===== src/rtl/sniff_fifo_decoder_pkg.sv =====
// Shared definitions for the sniff FIFO entry format and its read-side decoder.
// Entry layout (18 bits): cmd [1:0], short delta [4:2], data [12:5], status [17:13];
// TIME entries reuse [17:2] as the full delta.
package sniff_fifo_decoder_pkg;

  localparam int FE_FIFO_ENTRY_W         = 18;

  localparam int FE_FIFO_CMD_START       = 0;
  localparam int FE_FIFO_CMD_BIT_LEN     = 2;
  localparam int FE_FIFO_SHORTTIME_START = 2;
  localparam int FE_FIFO_SHORTTIME_LEN   = 3;
  localparam int FE_FIFO_TIME_START      = FE_FIFO_SHORTTIME_START;
  localparam int FE_FIFO_TIME_LEN        = FE_FIFO_SHORTTIME_LEN;
  localparam int FE_FIFO_DATA_START      = 5;
  localparam int FE_FIFO_DATA_LEN        = 8;
  localparam int FE_FIFO_STATUS_START    = 13;
  localparam int FE_FIFO_STATUS_LEN      = 5;
  localparam int FE_FIFO_FULLTIME_START  = 2;
  localparam int FE_FIFO_FULLTIME_LEN    = 16;

  localparam logic [1:0] FE_FIFO_CMD_DATA = 2'd0;
  localparam logic [1:0] FE_FIFO_CMD_STAT = 2'd1;
  localparam logic [1:0] FE_FIFO_CMD_TIME = 2'd2;
  localparam logic [1:0] FE_FIFO_CMD_RSVD = 2'd3;

  typedef enum logic {
    DEC_RUN   = 1'b0,
    DEC_ERROR = 1'b1
  } dec_state_t;

endpackage


===== src/rtl/sniff_fifo_decoder_if.sv =====
// FIFO read port and decoded-event stream of the sniff FIFO decoder.
// master = decoder side, slave = FIFO/consumer side.
// Optional O_ev_seq is present only when SNIFF_DECODER_SEQ_EN is defined.
interface sniff_fifo_decoder_if
  import sniff_fifo_decoder_pkg::*;
#(
  parameter int pTS_WIDTH = 32
);
  logic [FE_FIFO_ENTRY_W-1:0] I_fifo_dout;
  logic                       I_fifo_empty;
  logic                       O_fifo_rd_en;
  logic                       O_ev_valid;
  logic                       I_ev_ready;
  logic [pTS_WIDTH-1:0]       O_ev_time;
  logic [7:0]                 O_ev_data;
  logic [4:0]                 O_ev_stat;
  logic                       O_ev_is_data;
`ifdef SNIFF_DECODER_SEQ_EN
  logic [15:0]                O_ev_seq;
`endif

  modport master (
`ifdef SNIFF_DECODER_SEQ_EN
    output O_ev_seq,
`endif
    input  I_fifo_dout, I_fifo_empty, I_ev_ready,
    output O_fifo_rd_en, O_ev_valid, O_ev_time, O_ev_data, O_ev_stat, O_ev_is_data
  );

  modport slave (
`ifdef SNIFF_DECODER_SEQ_EN
    input  O_ev_seq,
`endif
    output I_fifo_dout, I_fifo_empty, I_ev_ready,
    input  O_fifo_rd_en, O_ev_valid, O_ev_time, O_ev_data, O_ev_stat, O_ev_is_data
  );

endinterface


===== src/rtl/sniff_fifo_decoder.sv =====
// Read-side decoder for the sniff FIFO: pops FWFT entries, rebuilds the absolute
// timestamp from delta fields and emits one event per DATA/STAT entry.
// Optional macro SNIFF_DECODER_SEQ_EN adds a 16-bit per-event sequence number.
module sniff_fifo_decoder
  import sniff_fifo_decoder_pkg::*;
#(
  parameter int pTS_WIDTH        = 32,
  parameter int pFULLTIME_WIDTH  = 16,
  parameter int pSHORTTIME_WIDTH = 3
) (
  input  logic                 cwusb_clk,
  input  logic                 reset_n,
  input  logic                 I_clear,
  sniff_fifo_decoder_if.master bus,
  output logic                 O_error,
  output logic                 O_wrapped
);

  // Modulo add with the carry kept in the top bit so wrap can be flagged.
  function automatic logic [pTS_WIDTH:0] acc_add(input logic [pTS_WIDTH-1:0] a,
                                                 input logic [pTS_WIDTH-1:0] d);
    return {1'b0, a} + {1'b0, d};
  endfunction

  dec_state_t            state, state_next;
  logic [1:0]            cmd;
  logic [pTS_WIDTH-1:0]  delta;
  logic [pTS_WIDTH-1:0]  acc;
  logic [pTS_WIDTH:0]    sum;
  logic                  pop, emit, advance, is_data;

  logic                  vld_p1;
  logic [pTS_WIDTH-1:0]  ev_time_p1;
  logic [7:0]            ev_data_p1;
  logic [4:0]            ev_stat_p1;
  logic                  ev_is_data_p1;

  assign cmd     = bus.I_fifo_dout[FE_FIFO_CMD_START +: FE_FIFO_CMD_BIT_LEN];
  assign is_data = (cmd == FE_FIFO_CMD_DATA);

  // Popping is combinational so the FWFT head is consumed in the cycle it is used;
  // reset_n gates it so nothing is taken from the FIFO while held in reset.
  assign pop = reset_n && (state == DEC_RUN) && !bus.I_fifo_empty && !I_clear &&
               (!vld_p1 || bus.I_ev_ready);
  assign emit    = pop && (cmd == FE_FIFO_CMD_DATA || cmd == FE_FIFO_CMD_STAT);
  assign advance = pop && (cmd != FE_FIFO_CMD_RSVD);

  // Select the zero-extended delta: full field for TIME, short field otherwise.
  always_comb begin
    delta = '0;
    if (cmd == FE_FIFO_CMD_TIME)
      delta[pFULLTIME_WIDTH-1:0] = bus.I_fifo_dout[FE_FIFO_FULLTIME_START +: pFULLTIME_WIDTH];
    else
      delta[pSHORTTIME_WIDTH-1:0] = bus.I_fifo_dout[FE_FIFO_SHORTTIME_START +: pSHORTTIME_WIDTH];
  end

  assign sum = acc_add(acc, delta);

  // FSM state register.
  always_ff @(posedge cwusb_clk or negedge reset_n) begin
    if (!reset_n) state <= DEC_RUN;
    else          state <= state_next;
  end

  // FSM next state: reserved command traps into ERROR, only clear leaves it.
  always_comb begin
    state_next = state;
    if (I_clear)
      state_next = DEC_RUN;
    else if (pop && cmd == FE_FIFO_CMD_RSVD)
      state_next = DEC_ERROR;
  end

  // Timestamp accumulator and sticky wrap flag.
  always_ff @(posedge cwusb_clk or negedge reset_n) begin
    if (!reset_n) begin
      acc       <= '0;
      O_wrapped <= 1'b0;
    end else if (I_clear) begin
      acc       <= '0;
      O_wrapped <= 1'b0;
    end else if (advance) begin
      acc <= sum[pTS_WIDTH-1:0];
      if (sum[pTS_WIDTH]) O_wrapped <= 1'b1;
    end
  end

  // ---- stage p1: event output register, held while valid and not accepted ----
  always_ff @(posedge cwusb_clk or negedge reset_n) begin
    if (!reset_n) begin
      vld_p1        <= 1'b0;
      ev_time_p1    <= '0;
      ev_data_p1    <= '0;
      ev_stat_p1    <= '0;
      ev_is_data_p1 <= 1'b0;
    end else if (I_clear) begin
      vld_p1 <= 1'b0;
    end else if (emit) begin
      vld_p1        <= 1'b1;
      ev_time_p1    <= sum[pTS_WIDTH-1:0];
      ev_data_p1    <= is_data ? bus.I_fifo_dout[FE_FIFO_DATA_START +: FE_FIFO_DATA_LEN] : 8'h00;
      ev_stat_p1    <= bus.I_fifo_dout[FE_FIFO_STATUS_START +: FE_FIFO_STATUS_LEN];
      ev_is_data_p1 <= is_data;
    end else if (bus.I_ev_ready) begin
      vld_p1 <= 1'b0;
    end
  end

`ifdef SNIFF_DECODER_SEQ_EN
  logic [15:0] seq_cnt;
  logic [15:0] ev_seq_p1;

  // Sequence number of each emitted event; TIME entries do not count.
  always_ff @(posedge cwusb_clk or negedge reset_n) begin
    if (!reset_n) begin
      seq_cnt   <= '0;
      ev_seq_p1 <= '0;
    end else if (I_clear) begin
      seq_cnt   <= '0;
      ev_seq_p1 <= '0;
    end else if (emit) begin
      ev_seq_p1 <= seq_cnt;
      seq_cnt   <= seq_cnt + 16'd1;
    end
  end

  assign bus.O_ev_seq = ev_seq_p1;
`endif

  assign bus.O_fifo_rd_en = pop;
  assign bus.O_ev_valid   = vld_p1;
  assign bus.O_ev_time    = ev_time_p1;
  assign bus.O_ev_data    = ev_data_p1;
  assign bus.O_ev_stat    = ev_stat_p1;
  assign bus.O_ev_is_data = ev_is_data_p1;
  assign O_error          = (state == DEC_ERROR);

endmodule


===== src/flat_wrapper.sv =====
// flat-port wrapper written by rule: the top's interface ports become plain ports
module sniff_fifo_decoder_flat import sniff_fifo_decoder_pkg::*;
#(
  parameter int pTS_WIDTH        = 32,
  parameter int pFULLTIME_WIDTH  = 16,
  parameter int pSHORTTIME_WIDTH = 3
)
  (cwusb_clk, reset_n, I_clear, O_error, O_wrapped, bus_I_fifo_dout, bus_I_fifo_empty, bus_I_ev_ready, bus_O_fifo_rd_en, bus_O_ev_valid, bus_O_ev_time, bus_O_ev_data, bus_O_ev_stat, bus_O_ev_is_data);
  sniff_fifo_decoder_if #(.pTS_WIDTH(pTS_WIDTH)) bus_i ();
  input  logic cwusb_clk;
  input  logic reset_n;
  input  logic I_clear;
  output logic O_error;
  output logic O_wrapped;
  input wire logic [$bits(bus_i.I_fifo_dout)-1:0] bus_I_fifo_dout;
  input wire logic [$bits(bus_i.I_fifo_empty)-1:0] bus_I_fifo_empty;
  input wire logic [$bits(bus_i.I_ev_ready)-1:0] bus_I_ev_ready;
  output wire logic [$bits(bus_i.O_fifo_rd_en)-1:0] bus_O_fifo_rd_en;
  output wire logic [$bits(bus_i.O_ev_valid)-1:0] bus_O_ev_valid;
  output wire logic [$bits(bus_i.O_ev_time)-1:0] bus_O_ev_time;
  output wire logic [$bits(bus_i.O_ev_data)-1:0] bus_O_ev_data;
  output wire logic [$bits(bus_i.O_ev_stat)-1:0] bus_O_ev_stat;
  output wire logic [$bits(bus_i.O_ev_is_data)-1:0] bus_O_ev_is_data;
  assign bus_i.I_fifo_dout = bus_I_fifo_dout;
  assign bus_i.I_fifo_empty = bus_I_fifo_empty;
  assign bus_i.I_ev_ready = bus_I_ev_ready;
  assign bus_O_fifo_rd_en = bus_i.O_fifo_rd_en;
  assign bus_O_ev_valid = bus_i.O_ev_valid;
  assign bus_O_ev_time = bus_i.O_ev_time;
  assign bus_O_ev_data = bus_i.O_ev_data;
  assign bus_O_ev_stat = bus_i.O_ev_stat;
  assign bus_O_ev_is_data = bus_i.O_ev_is_data;
  sniff_fifo_decoder #(.pTS_WIDTH(pTS_WIDTH), .pFULLTIME_WIDTH(pFULLTIME_WIDTH), .pSHORTTIME_WIDTH(pSHORTTIME_WIDTH)) u_core (.cwusb_clk(cwusb_clk), .reset_n(reset_n), .I_clear(I_clear), .bus(bus_i), .O_error(O_error), .O_wrapped(O_wrapped));
endmodule

===== config.mk =====
export PLATFORM = sky130hd
export DESIGN_NAME = sniff_fifo_decoder_flat
export DESIGN_NICKNAME = d
export VERILOG_FILES = /design/src/rtl/sniff_fifo_decoder_pkg.sv /design/src/rtl/sniff_fifo_decoder_if.sv /design/src/rtl/sniff_fifo_decoder.sv /design/src/flat_wrapper.sv
export SDC_FILE = /design/constraint.sdc
export NUM_CORES = 1
export LEC_CHECK = 0
export CORE_MARGIN = 3
export CORE_UTILIZATION = 30
export CTS_CLUSTER_DIAMETER = 30
export DETAILED_ROUTE_END_ITERATION = 12
export SLEW_MARGIN = 20
export SYNTH_ARGS = -nofsm -noshare
export SYNTH_HDL_FRONTEND = slang
export SYNTH_SLANG_ARGS = --single-unit
export TNS_END_PERCENT = 1

===== constraint.sdc =====
create_clock -name cwusb_clk -period 5.5 [get_ports cwusb_clk]
set_input_delay 0.825 -clock cwusb_clk [delete_from_list [all_inputs] [get_ports cwusb_clk]]
set_output_delay 0.825 -clock cwusb_clk [all_outputs]
set_load 0.1 [all_outputs]

# Word-level counts from Yosys, hierarchy flattened

Cells that the tools add are included.

Shifts and indexed selects: 0
Eq/ne operators: 4
Bitwise logic cells: 2
Order comparisons: 0
Mux-type cells: 12
Add/sub/neg operators: 1
Reduce and logical (&&, ||, !) cells: 19
Div/mod/pow operators: 0
Multiply operators: 0

Operators by type and width:

| cell                 | count |
|---|---|
| $mux W32             | 2 |
| $add A32 B16 Y33     | 1 |
| $mux W13             | 1 |
| $mux W1              | 8 |
| $mux W8              | 1 |
| $logic_and A1 B1 Y1  | 7 |
| $reduce_bool A2 Y1   | 3 |
| $eq A2 B2 Y1 const B | 2 |
| $reduce_and A2 Y1    | 2 |
| $logic_not A1 Y1     | 3 |
| $reduce_bool A3 Y1   | 1 |
| $eq A2 B1 Y1 const B | 1 |
| $logic_not A2 Y1     | 1 |
| $logic_or A1 B1 Y1   | 2 |
| $ne A2 B2 Y1 const B | 1 |
| $not A1 Y1           | 2 |

Memory bits (read-only): 0
Input bits: 23
Bits in writable memories: 0
Register bits: 81
Output and inout port bits: 50
Word-level logic and storage cells: 46
Bits in latches: 0
Memories: 0

# Longest topological paths before layout

Gate-level depths: netlist of run 1.

Depth after elaboration: 8
Mapped depth: 13
Gate-level depth less buffers: 10

# Least setup slack after synthesis of run 1

OpenSTA, ideal clock, no wires.

Path type: input to register
Start: input port bus_I_fifo_dout[0]
End: register u_core.ev_time_p1[24] (netlist: u_core.bus.O_ev_time[24])
Setup time: 0.124 ns
Data required time: 5.376 ns
Arrival: 3.161 ns
Cell stages on the path: 12
Path buffers: 2
Slack: 2.215 ns
Path through: clkbuf_1 -> nor2b_1 -> clkbuf_1 -> and2_1 -> ha_1 -> a21oi_1 -> o21ai_0 -> or3_1 -> o22ai_2 -> a21oi_1 -> and3_1 -> a211o_1

Longest elaborated chain between the ends: 4
Elaborated cells between the ends (all ways): 8
Those cells by class: add/sub (1); eq/ne (2); mux (1); reduce/logical (4)

RTL lines:

| element                                                                  | RTL line                  | RTL |
|---|---|---|
| start, declared                                                          | flat_wrapper.sv:15        | `input wire logic [$bits(bus_i.I_fifo_dout)-1:0] bus_I_fifo_dout;` |
| parallel branches: the longest is 4 deep, another holds $add A32 B16 Y33 | n/a                       |  |
| end signal, assigned                                                     | sniff_fifo_decoder.sv:100 | `ev_time_p1 <= sum[pTS_WIDTH-1:0];` |
| end, declared                                                            | sniff_fifo_decoder.sv:33  | `logic [pTS_WIDTH-1:0] ev_time_p1;` |

Several ways; the timed one is not identified.
A chain may end at the register's enable or synchronous reset.

# Final worst setup path of run 1

Same ends and word-level chain as after synthesis.

==> results_dict.tcl, run 1 <==
set metrics [dict create \
    status "finished, final reports clean" \
    irDropWorstVdd_mv 0.1966 \
    muxShareOfSynthArea 0.01148 \
    dr.pass1.iters 4 \
    hold_violations 0 \
    fin_worst_skew_ns 0.009247 \
    critPathKind "in -> reg" \
    synth_top_area_cell "dfrtp_1" \
    synthArstFlopShare 1.000 \
    netlist_area_um2 4688 \
    place_congestion 0.8667 \
    yosysWarnings 0 \
    die-area_um2 17160 \
    grt_first_pass_wirelength_um 20730 \
    synth-compound-area-share 0.1948 \
    initial_utilization 0.3073 \
    fin_tns_setup_ns 0 \
    cp-end-kind "flop" \
    root_buffer "clkbuf_16" \
    synthTopCellsByCount "nand2_1 (104), dfrtp_1 (81), a21oi_1 (34)" \
    cp.arrival_ns 4.19 \
    synthToLayoutAreaGrowth_pct 25.01 \
    clkSlewWorstSetupHoldPaths_ns 0.06 \
    synth_ff_type "dfrtp_1" \
    synth.avg_cell_area_um2 8.896 \
    post_cts_buffers 0 \
    place_ws_ns 1.206 \
    fin_crit_sh 0.7195 \
    die_height_um 131.0 \
    instances_no_fill 802 \
    synthCells 527 \
    clk_latency_ns 0.35 \
    io_pins 73 \
    fin_ws_ns 1.543 \
    cap_viol_max_count 0 \
    layout.nets 627 \
    holdWs_ns 0.4368 \
    dpl.hpwl_um 9145 \
    core_area_um2 15260 \
    antenna_found_initial 0 \
    ys_seq_area_frac 0.4323 \
    dpl.cell_count 787 \
    worstSetupStartpointType "primary input" \
    required_ns 5.73 \
    power.density_nw_per_um2 298.5 \
    grt.total_usage 0.1535 \
    syn-num-nets 567 \
    fin_util 0.3841 \
    yosys.area_share.simple 0.2389 \
    drt_iter0_markers 283 \
    grt_pass1_vias 4034 \
    gr-total-overflow 0 \
    dieWidth_um 131.0 \
    cts_buffer_depth 2 \
    ys_ff_latch 81 \
    io_buffers 72 \
    setup_viol 0 \
    yosysMostFrequentCell "nand2_1" \
    path_max_fanout 13 \
    place_area_um2 5595 \
    synth_edf_count 0 \
    cts_inserted_buffers 9 \
    cts_htree_levels 3 \
    worst_slew_pin_slew_ns 0.9919 \
    fp-row-count 45 \
    remaining_drc_errors 0 \
    final_cell_area_um2 5861 \
    hp-class "in -> async" \
    ff2ff_path_depth 10 \
    max_slew_margin 0.3367 \
    diodes 0 \
    fmax_mhz 252.7 \
    ctsResizeCount 0 \
    synth_xor_area_frac 0.04110 \
    hold_buffers 0 \
    tritoncts "done" \
    synth_cell_types 63 \
    synth_fa_ha_area_frac 0.04697 \
    finalMaxSlewViolations 0 \
    wl_um 12550 \
    synth_top_family_by_area "simple AND/OR/NAND/NOR gates" \
    yosysTopAreaCellShare 0.4323 \
    synthTopCellsByArea "dfrtp_1 (43%), nand2_1 (8.3%), ha_1 (4.3%)" \
    p_total_mw 1.750 \
    antenna_left 0 \
    grt_max_degree 63 \
    rsz0062_at_grt "false" \
    clock_sinks 81 \
    fin_crit_ns 3.957 \
    vias_per_cell 4.969 \
    p_leak_nw 2.650 \
    vias 3985 \
    drive_gt1_frac 0.06768 \
    wl_per_cell_um 15.65 \
]
-- final cells by class --
class                   instances  area [µm²]
flip-flops and latches         81        2027
clock inverters                 4       20.02
fillers                      1570        9398
clock buffers                  11       242.7
multi-input cells             405        2505
well taps                     211       264.0
repair buffers                 77       753.2
inverters                      13       48.80
-- power by group --
part | switching (mW) | leakage [nW] | internal, mW
clock | 0.241 | 0.135 | 0.312
sequential | 0.0254 | 1.10 | 0.640
combinational | 0.411 | 1.41 | 0.120
-- state kept, by name (all words and copies together) (netlist names) --
name and flops:
u_core.bus.O_ev_valid 1, u_core.bus.O_ev_data 8, u_core.O_error 1, u_core.bus.O_ev_is_data 1
u_core.bus.O_ev_stat 5, u_core.O_wrapped 1, u_core.acc 32, u_core.bus.O_ev_time 32
-- cells by family after synthesis --
logic type | count (synthesis)
AO/OA/AOI/OAI | 133
XOR/XNOR | 22
adder cells (fa/ha/maj) | 17
buffers and inverters | 41
flip-flops | 81
multiplexers | 5
AND/OR/NAND/NOR | 228
-- cell usage in the layout, fill, tap and decap left out, types with 3 or more instances in the layout --
cell type	netlist	final
a211o_1	4	4
a211oi_1	4	4
a21o_1	9	9
a21oi_1	34	34
a31oi_1	11	11
and2_1	19	19
and3_1	12	12
buf_4	0	7
clkbuf_16	0	9
clkdlybuf4s50_1	0	70
clkinv_2	0	4
dfrtp_1	81	81
ha_1	16	16
inv_1	13	13
mux2_2	3	3
nand2_1	104	104
nand2b_1	6	6
nand3_1	11	11
nand3b_1	19	19
nand4_1	5	5
nor2_1	28	27
nor2b_1	3	3
o21a_1	4	4
o21ai_0	29	29
o21ai_1	8	8
or3_1	8	8
xnor2_1	13	13
xor2_1	9	9
-- worst max-delay path, stage by stage --
cell             delay [ns]
clkdlybuf4s50_1        0.63
nor2b_1                0.58
and2_1                 0.21
ha_1                   0.27
a21oi_1                0.20
o21ai_0                0.18
or3_1                  0.36
o22ai_2                0.25
a21oi_1                0.22
and3_1                 0.23
a211o_1                0.22
-- worst paths after layout --
path                                               from                        to  slack [ns]
worst min-delay path                            reset_n  u_core.bus.O_ev_time[28]        0.44
max in group asynchronous                       reset_n  u_core.bus.O_ev_time[14]        4.06
min in group cwusb_clk          u_core.bus.O_ev_data[0]   u_core.bus.O_ev_data[0]        0.47
worst min register to register  u_core.bus.O_ev_data[0]   u_core.bus.O_ev_data[0]        0.47
worst max register to register            u_core.acc[0]  u_core.bus.O_ev_time[24]        2.71
worst max-delay path                 bus_I_fifo_dout[0]  u_core.bus.O_ev_time[24]        1.54
-- metal layers --
layer  share of wire  up-vias  GRT usage
met5               0        -          0
met4           0.017        0    0.05263
met3           0.044       16    0.03780
met2            0.47       95     0.2419
met1            0.46     1917     0.2064
li1                -     1957          -
No activity file was read; power rests on OpenSTA's default activity.
==> inputs of run 2 (changes only) <==
==> constraint.sdc (replaced) <==
create_clock -name cwusb_clk -period 4.05 [get_ports cwusb_clk]
set_input_delay 0.6075 -clock cwusb_clk [delete_from_list [all_inputs] [get_ports cwusb_clk]]
set_output_delay 0.6075 -clock cwusb_clk [all_outputs]
set_load 0.1 [all_outputs]
==> run 2 against run 1 <==
Against the previous run: final cell count rose by 1.0%; power grew 40%; clock skew decreased by 0.0012 ns; sequential share of layout area decreased by 0.45 points; clock-buffer cell count is 2 higher; design area up 1.3%; combinational power increased by 37%; critical endpoint unchanged; largest power group unchanged.
==> results_dict.tcl, run 2 (synthesis gave the netlist of run 1 again) <==
set metrics [dict create \
    die-area_um2 17160 \
    antenna_found_initial 0 \
    wl_per_cell_um 15.83 \
    fp-row-count 45 \
    grt_max_degree 43 \
    path_max_fanout 13 \
    vias_per_cell 5.068 \
    dr.pass1.iters 4 \
    remaining_drc_errors 0 \
    clk_latency_ns 0.35 \
    power.density_nw_per_um2 411.6 \
    root_buffer "clkbuf_16" \
    die_height_um 131.0 \
    fin_crit_ns 3.434 \
    gr-total-overflow 0 \
    grt_pass1_vias 4013 \
    max_slew_margin 0.3358 \
    finalMaxSlewViolations 0 \
    fin_worst_skew_ns 0.008014 \
    rsz0062_at_grt "false" \
    irDropWorstVdd_mv 0.2858 \
    cp-end-kind "flop" \
    diodes 0 \
    vias 4105 \
    tritoncts "done" \
    hold_violations 0 \
    cts_buffer_depth 2 \
    grt_first_pass_wirelength_um 20720 \
    post_cts_buffers 0 \
    clkSlewWorstSetupHoldPaths_ns 0.06 \
    place_congestion 0.8838 \
    io_pins 73 \
    ctsResizeCount 0 \
    worstSetupStartpointType "primary input" \
    dieWidth_um 131.0 \
    fin_tns_setup_ns 0 \
    drt_iter0_markers 240 \
    cap_viol_max_count 0 \
    hold_buffers 0 \
    fin_util 0.3892 \
    cts_htree_levels 3 \
    critPathKind "in -> reg" \
    fin_crit_sh 0.8478 \
    cts_inserted_buffers 9 \
    initial_utilization 0.3073 \
    p_leak_nw 2.691 \
    worst_slew_pin_slew_ns 0.9932 \
    final_common_cell "nand2_1" \
    synthToLayoutAreaGrowth_pct 26.66 \
    core_area_um2 15260 \
    status "finished, final reports clean" \
    setup_viol 0 \
    drive_gt1_frac 0.07679 \
    clock_sinks 81 \
    fmax_mhz 291.2 \
    io_buffers 72 \
    mostFrequentLayoutCells "nand2_1 (104), dfrtp_1 (81), clkdlybuf4s50_1 (70), a21oi_1 (34), o21ai_0 (29)" \
    cp.arrival_ns 3.67 \
    antenna_left 0 \
    grt.total_usage 0.1552 \
    hp-class "in -> async" \
    layout.nets 634 \
    dpl.hpwl_um 9457 \
    required_ns 4.29 \
    wl_um 12820 \
]
[run 2: metal layers]
metal	global-route usage	vias to the layer above	wire length [µm]	part of all wire
met5	0	-	0	0
met4	0.04900	0	203	0.016
met3	0.03740	22	683	0.053
met2	0.2569	114	6222	0.49
met1	0.2003	1991	5715	0.45
li1	-	1978	-	-
[run 2: through the flow]
step	power, mW	setup slack (ns)	hold WS [ns]	instances	cell area [µm²]
finish	2.444	0.6163	0.4053	810	5938
floorplan	1.441	0.9823	0.3119	527	4688
global route	2.541	0.4423	0.4458	810	5938
global placement	1.645	0.4025	0.4559	794	5648
detailed placement	1.649	0.3080	0.4621	794	5648
CTS	2.473	0.6560	0.4231	810	5938
[run 2: final timing paths]
path,start,endpoint,slack [ns],cells after the start
max in group asynchronous,reset_n,u_core.bus.O_ev_data[5],2.70,3
hold / removal,reset_n,u_core.acc[13],0.41,2
setup reg to reg,u_core.acc[0],u_core.bus.O_ev_time[24],1.28,10
min in group cwusb_clk,u_core.bus.O_ev_data[1],u_core.bus.O_ev_data[1],0.47,2
setup / recovery,bus_I_fifo_dout[1],u_core.bus.O_ev_time[24],0.62,12
hold reg to reg,u_core.bus.O_ev_data[1],u_core.bus.O_ev_data[1],0.47,2
[run 2: where the power goes]
| group | internal (mW) | leakage, nW | switching [mW] | total, mW |
|---|---|---|---|---|
| combinational | 0.166 | 1.45 | 0.560 | 0.726 |
| sequential | 0.869 | 1.10 | 0.0343 | 0.904 |
| clock | 0.493 | 0.144 | 0.322 | 0.815 |
[run 2: cell type report]
cell class,count,area (µm²)
Clock buffer,13,250.2
Clock inverter,3,40.04
Fill cell,1511,9320
Inverter,13,48.80
Multi-Input combinational cell,405,2502
Sequential cell,81,2027
Tap cell,211,264.0
Timing Repair Buffer,84,805.8
[run 2: worst max-delay path, cell delays in order]
cell and delay (ns):
clkdlybuf4s50_1 0.52, nor2b_1 0.19, buf_4 0.16, and2_1 0.16
ha_1 0.33, a21oi_1 0.23, o21ai_0 0.19, or3_1 0.36
o22ai_2 0.28, a21oi_1 0.22, and3_1 0.21, a211o_1 0.22
==> RTL change 1 (settings of run 2) <==
`pTS_WIDTH` is set to 32 in 3 places; all go to 48.
--- a/src/rtl/sniff_fifo_decoder_if.sv
+++ b/src/rtl/sniff_fifo_decoder_if.sv
@@ -6,3 +6,3 @@
 #(
-  parameter int pTS_WIDTH = 32
+  parameter int pTS_WIDTH = 48
 );
--- a/src/rtl/sniff_fifo_decoder.sv
+++ b/src/rtl/sniff_fifo_decoder.sv
@@ -6,3 +6,3 @@
 #(
-  parameter int pTS_WIDTH        = 32,
+  parameter int pTS_WIDTH        = 48,
   parameter int pFULLTIME_WIDTH  = 16,
--- a/src/flat_wrapper.sv
+++ b/src/flat_wrapper.sv
@@ -3,3 +3,3 @@
 #(
-  parameter int pTS_WIDTH        = 32,
+  parameter int pTS_WIDTH        = 48,
   parameter int pFULLTIME_WIDTH  = 16,
Ports: changed (resized bus_O_ev_time); port bits go from 73 to 89. The function was not compared with the original's and may differ.
==> RTL change 1 against run 2 <==
Clock power is 110% higher. Worst setup slack better by 190 ps. Power rose by 53%. Sequential cell count grew 32. Area after synthesis is 36% higher. Non-clock buffer count up 21. Final area grew 39%. Routed wire length rose by 38%. Die area grew 35%. Count of clock-buffer cells in the layout rose by 9. Critical path type unchanged.
==> RTL change 1: results (changes against run 2) <==
outcome:
  status: "finished clean"
cts:
  worstSkewPairLatency_ps: 420  # +70 ps
  clkTransAtPathRegs_ps: 50
  root_buffer: "clkbuf_16"
  htree_levels: 4  # +1
  cts_buffers: 17  # +8
  cts_buffer_depth: 2  # unchanged
  cts_setup_buffers: 0  # unchanged
  ctsResizeCount: 0  # unchanged
logic_synthesis:
  synth_fa_ha_area_share_pct: 3.442  # -1.3 points
  yosysWarnings: 0  # unchanged
  synth-compound-area-share_pct: 17.13  # -2.3 points
  ys_types: 67  # +6.3%
  syn_nets: 759  # +34%
  synthCells: 719  # +36%
  synth_xor_area_share_pct: 4.655  # +0.54 points
  synthTopCellsByArea: "dfrtp_1 44%, nand2_1 8.4%, o21ai_0 4.6%"
  synthTopCellsByCount: "143 x nand2_1, 113 x dfrtp_1, 59 x o21ai_0"
  synthMuxAreaShare_pct: 1.799  # +0.65 points
  ys_seq_area_share_pct: 44.20  # +0.97 points
  async_flop_share_pct: 100.0  # unchanged
sta:
  worst_clock_skew_ps: 8.505  # +0.4916 ps
  relSlewSlack_pct: 33.04  # -0.54 points
worst_hold_path:
  min_path_type: "in2async"
critical_path:
  cp_slowest_cell: "clkdlybuf4s50_1"
  startpoint: "bus_I_fifo_dout[1]"
  slowest_delay_ps: 410  # -110 ps
  rr_startpoint: "u_core.acc[0]"
  cp_max_fo: 13  # unchanged
  arrival_ps: 3580  # -90 ps
placement:
  io_buffers: 88  # +22%
  gp_congestion: 0.8668  # -1.9%
  dp_cells: 1057  # +33%
  hpwl_um: 12820  # +36%
power:
  leakage_nw: 3.628  # +35%
  p_switching_mw: 1.175  # +28%
  vdd_drop_max_uv: 268.5  # -6.1%
global_route:
  grt_pass1_wl_um: 28950  # +40%
  grtUsageTotal_pct: 15.36  # -0.15 points
  antenna_found_initial: 0  # unchanged
  first_global_vias: 5465  # +36%
  grt_start_max_net_pins: 57  # +33%
drt:
  wirelength_um: 17720  # +38%
  firstDrtPassIters: 5  # +1
  wl_per_cell_um: 16.28  # +2.8%
  via_per_inst: 5.052  # -0.31%
  drt_iter0_drc: 433  # +80%
final_layout:
  fin_nets: 846  # +33%
  fillCellCount: 2127  # +41%
  antenna_cells: 0  # unchanged
  drive_gt1_share_pct: 9.768  # +2.1 points
RTL change 1: layout make-up:
class                      count  area share [%]
tap                          270           4.085
inverter                      10          0.4539
clock inverter                10           2.481
multi-input combinational    559           41.04
timing repair buffer         105           12.13
clock buffer                  22           5.613
sequential                   113           34.19
RTL change 1: per-stage QoR:
stage | hold slack (ps) | worst slack (ps) | area [um2]
after global routing | 79.48 | 591.8 | 8270
after global placement | 457.3 | 379.8 | 7601
after floorplan | 311.9 | 966.3 | 6397
after CTS | 71.98 | 820.7 | 8270
after detailed placement | 462.7 | 381.7 | 7601
final | 77.53 | 810.1 | 8270
RTL change 1: logic make-up after synthesis:
logic type / count (synthesis)
buffers and inverters: 47
DFF: 113
xor gates and xnor gates: 34
muxes: 11
and+or+nand+nor: 323
adders and majority gates: 17
AOI/OAI and AO/OA: 174
RTL change 1: path summary, 6_finish.rpt:
kind	endpoint	slack, ps	depth (start not counted)
worst max-delay path	u_core.acc[37]	810	11
worst min-delay path	u_core.bus.O_ev_time[46]	80	1
worst max register to register	u_core.bus.O_ev_time[26]	1330	10
worst min register to register	u_core.bus.O_ev_data[0]	470	2
max in group asynchronous	u_core.acc[32]	3030	2
min in group cwusb_clk	u_core.bus.O_ev_data[0]	470	2
RTL change 1: per-layer routing:
layer	GRT usage, %	up-vias	wire length, um	part of all wire, %
li1	-	2711	-	-
met1	19.63	2655	7939	45
met2	26.19	122	8837	50
met3	4.181	14	801	4.5
met4	3.296	0	146	0.82
met5	0	-	0	0
RTL change 1: power groups by stage:
| stage | registers [mW] | clock network [mW] | logic (mW) |
|---|---|---|---|
| after floorplan | 1.69 | 0 | 0.130 |
| after global placement | 1.25 | 0 | 0.798 |
| after detailed placement | 1.25 | 0 | 0.802 |
| after CTS | 1.24 | 1.74 | 0.803 |
| after global routing | 1.24 | 1.79 | 0.830 |
| final | 1.23 | 1.71 | 0.795 |
RTL change 1: critical path, delay by kind of cell:
family / cells / cell delay (ps)
mux: 1 / 190
buf+inv: 2 / 580
simple gates: 5 / 1180
compound gates: 2 / 650
fa+ha+maj: 1 / 370
==> RTL change 2 (flow settings as in run 2) <==
Without the edit above. Register the output `O_error`, without a reset; this adds one clock of latency there. The other outputs are not delayed to match.
--- a/src/rtl/sniff_fifo_decoder.sv
+++ b/src/rtl/sniff_fifo_decoder.sv
@@ -135,3 +135,5 @@
   assign bus.O_ev_is_data = ev_is_data_p1;
-  assign O_error          = (state == DEC_ERROR);
+  always_ff @(posedge cwusb_clk) begin
+    O_error <= (state == DEC_ERROR);
+  end
 
Check against the original RTL: not equivalent (Yosys sat finds a counterexample within 4 cycles, from zero or initial values and one cycle with reset_n low).
==> RTL change 2 against run 2 <==
Area after synthesis grew 0.43%. Worst setup slack better by 77 ps. Clock power increased by 9.4%. Global-route usage shrank 0.13 points. Count of clock-buffer cells in the layout is 4 lower. Sequential cell count rose by 1. Routed wire length fell by 0.33%. Cell count decreased by 0.12%. Final area up 0.57%. Power grew 3.5%. Die area increased by 0.40%. Synthesized cell count increased by 0.19%. Largest power group unchanged.
==> RTL change 2: results (changes against run 2) <==
sta:
  worst_clock_skew_ps: 7.557  # -0.4572 ps
  relSlewSlack_pct: 33.74  # +0.16 points
  max_freq_ghz: 0.2979  # +2.3%
placement:
  dp_cells: 793  # -0.13%
  postPlaceCellArea_mm2: 0.005653  # about the same
  hpwl_um: 9540  # +0.88%
  gp_congestion: 0.8802  # -0.41%
  preCtsSetupSlack_ps: 340.7  # +32.69 ps
logic_synthesis:
  synth_xor_area_share_pct: 4.092  # -0.017 points
  synth_fa_ha_area_share_pct: 4.677  # -0.020 points
  syn_nets: 568  # +0.18%
  async_flop_share_pct: 98.78  # -1.2 points
  ys_types: 64  # +1.6%
  synthCells: 528  # +0.19%
drt:
  via_per_inst: 5.068  # about the same
  firstDrtPassIters: 5  # +1
  drt_iter0_drc: 243  # +1.3%
final_layout:
  stdcell_count: 809  # -0.12%
  fin_nets: 633  # -0.16%
  fillCellCount: 1588  # +5.1%
  drive_gt1_share_pct: 7.860  # +0.18 points
global_route:
  antenna_found_initial: 0  # unchanged
  grt_start_max_net_pins: 49  # +14%
  grt_pass1_wl_um: 21870  # +5.5%
  first_global_vias: 4330  # +7.9%
  grtUsageTotal_pct: 15.39  # -0.13 points
critical_path:
  endpoint: "u_core.acc[22]"
  arrival_ps: 3630  # -40 ps
power:
  vdd_drop_max_uv: 304.3  # +6.5%
  leakage_nw: 2.696  # +0.19%
outcome:
  status: "finished clean"
==> RTL change 2: cell types whose count changed after synthesis, sizes merged <==
cell / delta
dfxtp: +1
==> RTL change 2: routing by layer <==
metal	global-route usage (%)	wire (um)	up-vias
li1	-	-	1978
met5	0	0	-
met1	19.67	5801	1993
met4	5.834	314	0
met2	25.37	6069	111
met3	3.599	597	18
==> RTL change 2: where the power goes <==
part           switching, mW  internal [mW]  leakage, nW
Sequential            0.0353          0.879         1.11
Combinational          0.558          0.165         1.44
Clock                  0.353          0.539        0.151
Total                  0.947           1.58         2.70
==> RTL change 2: area by class of cell <==
type	instances	area [um2]	area share [%]
repair buffers	82	790.8	13.24
multi-input cells	405	2502	41.90
inverters	13	48.80	0.8171
clock inverters	7	93.84	1.571
well taps	211	264.0	4.421
flip-flops and latches	82	2047	34.28
clock buffers	9	225.2	3.771
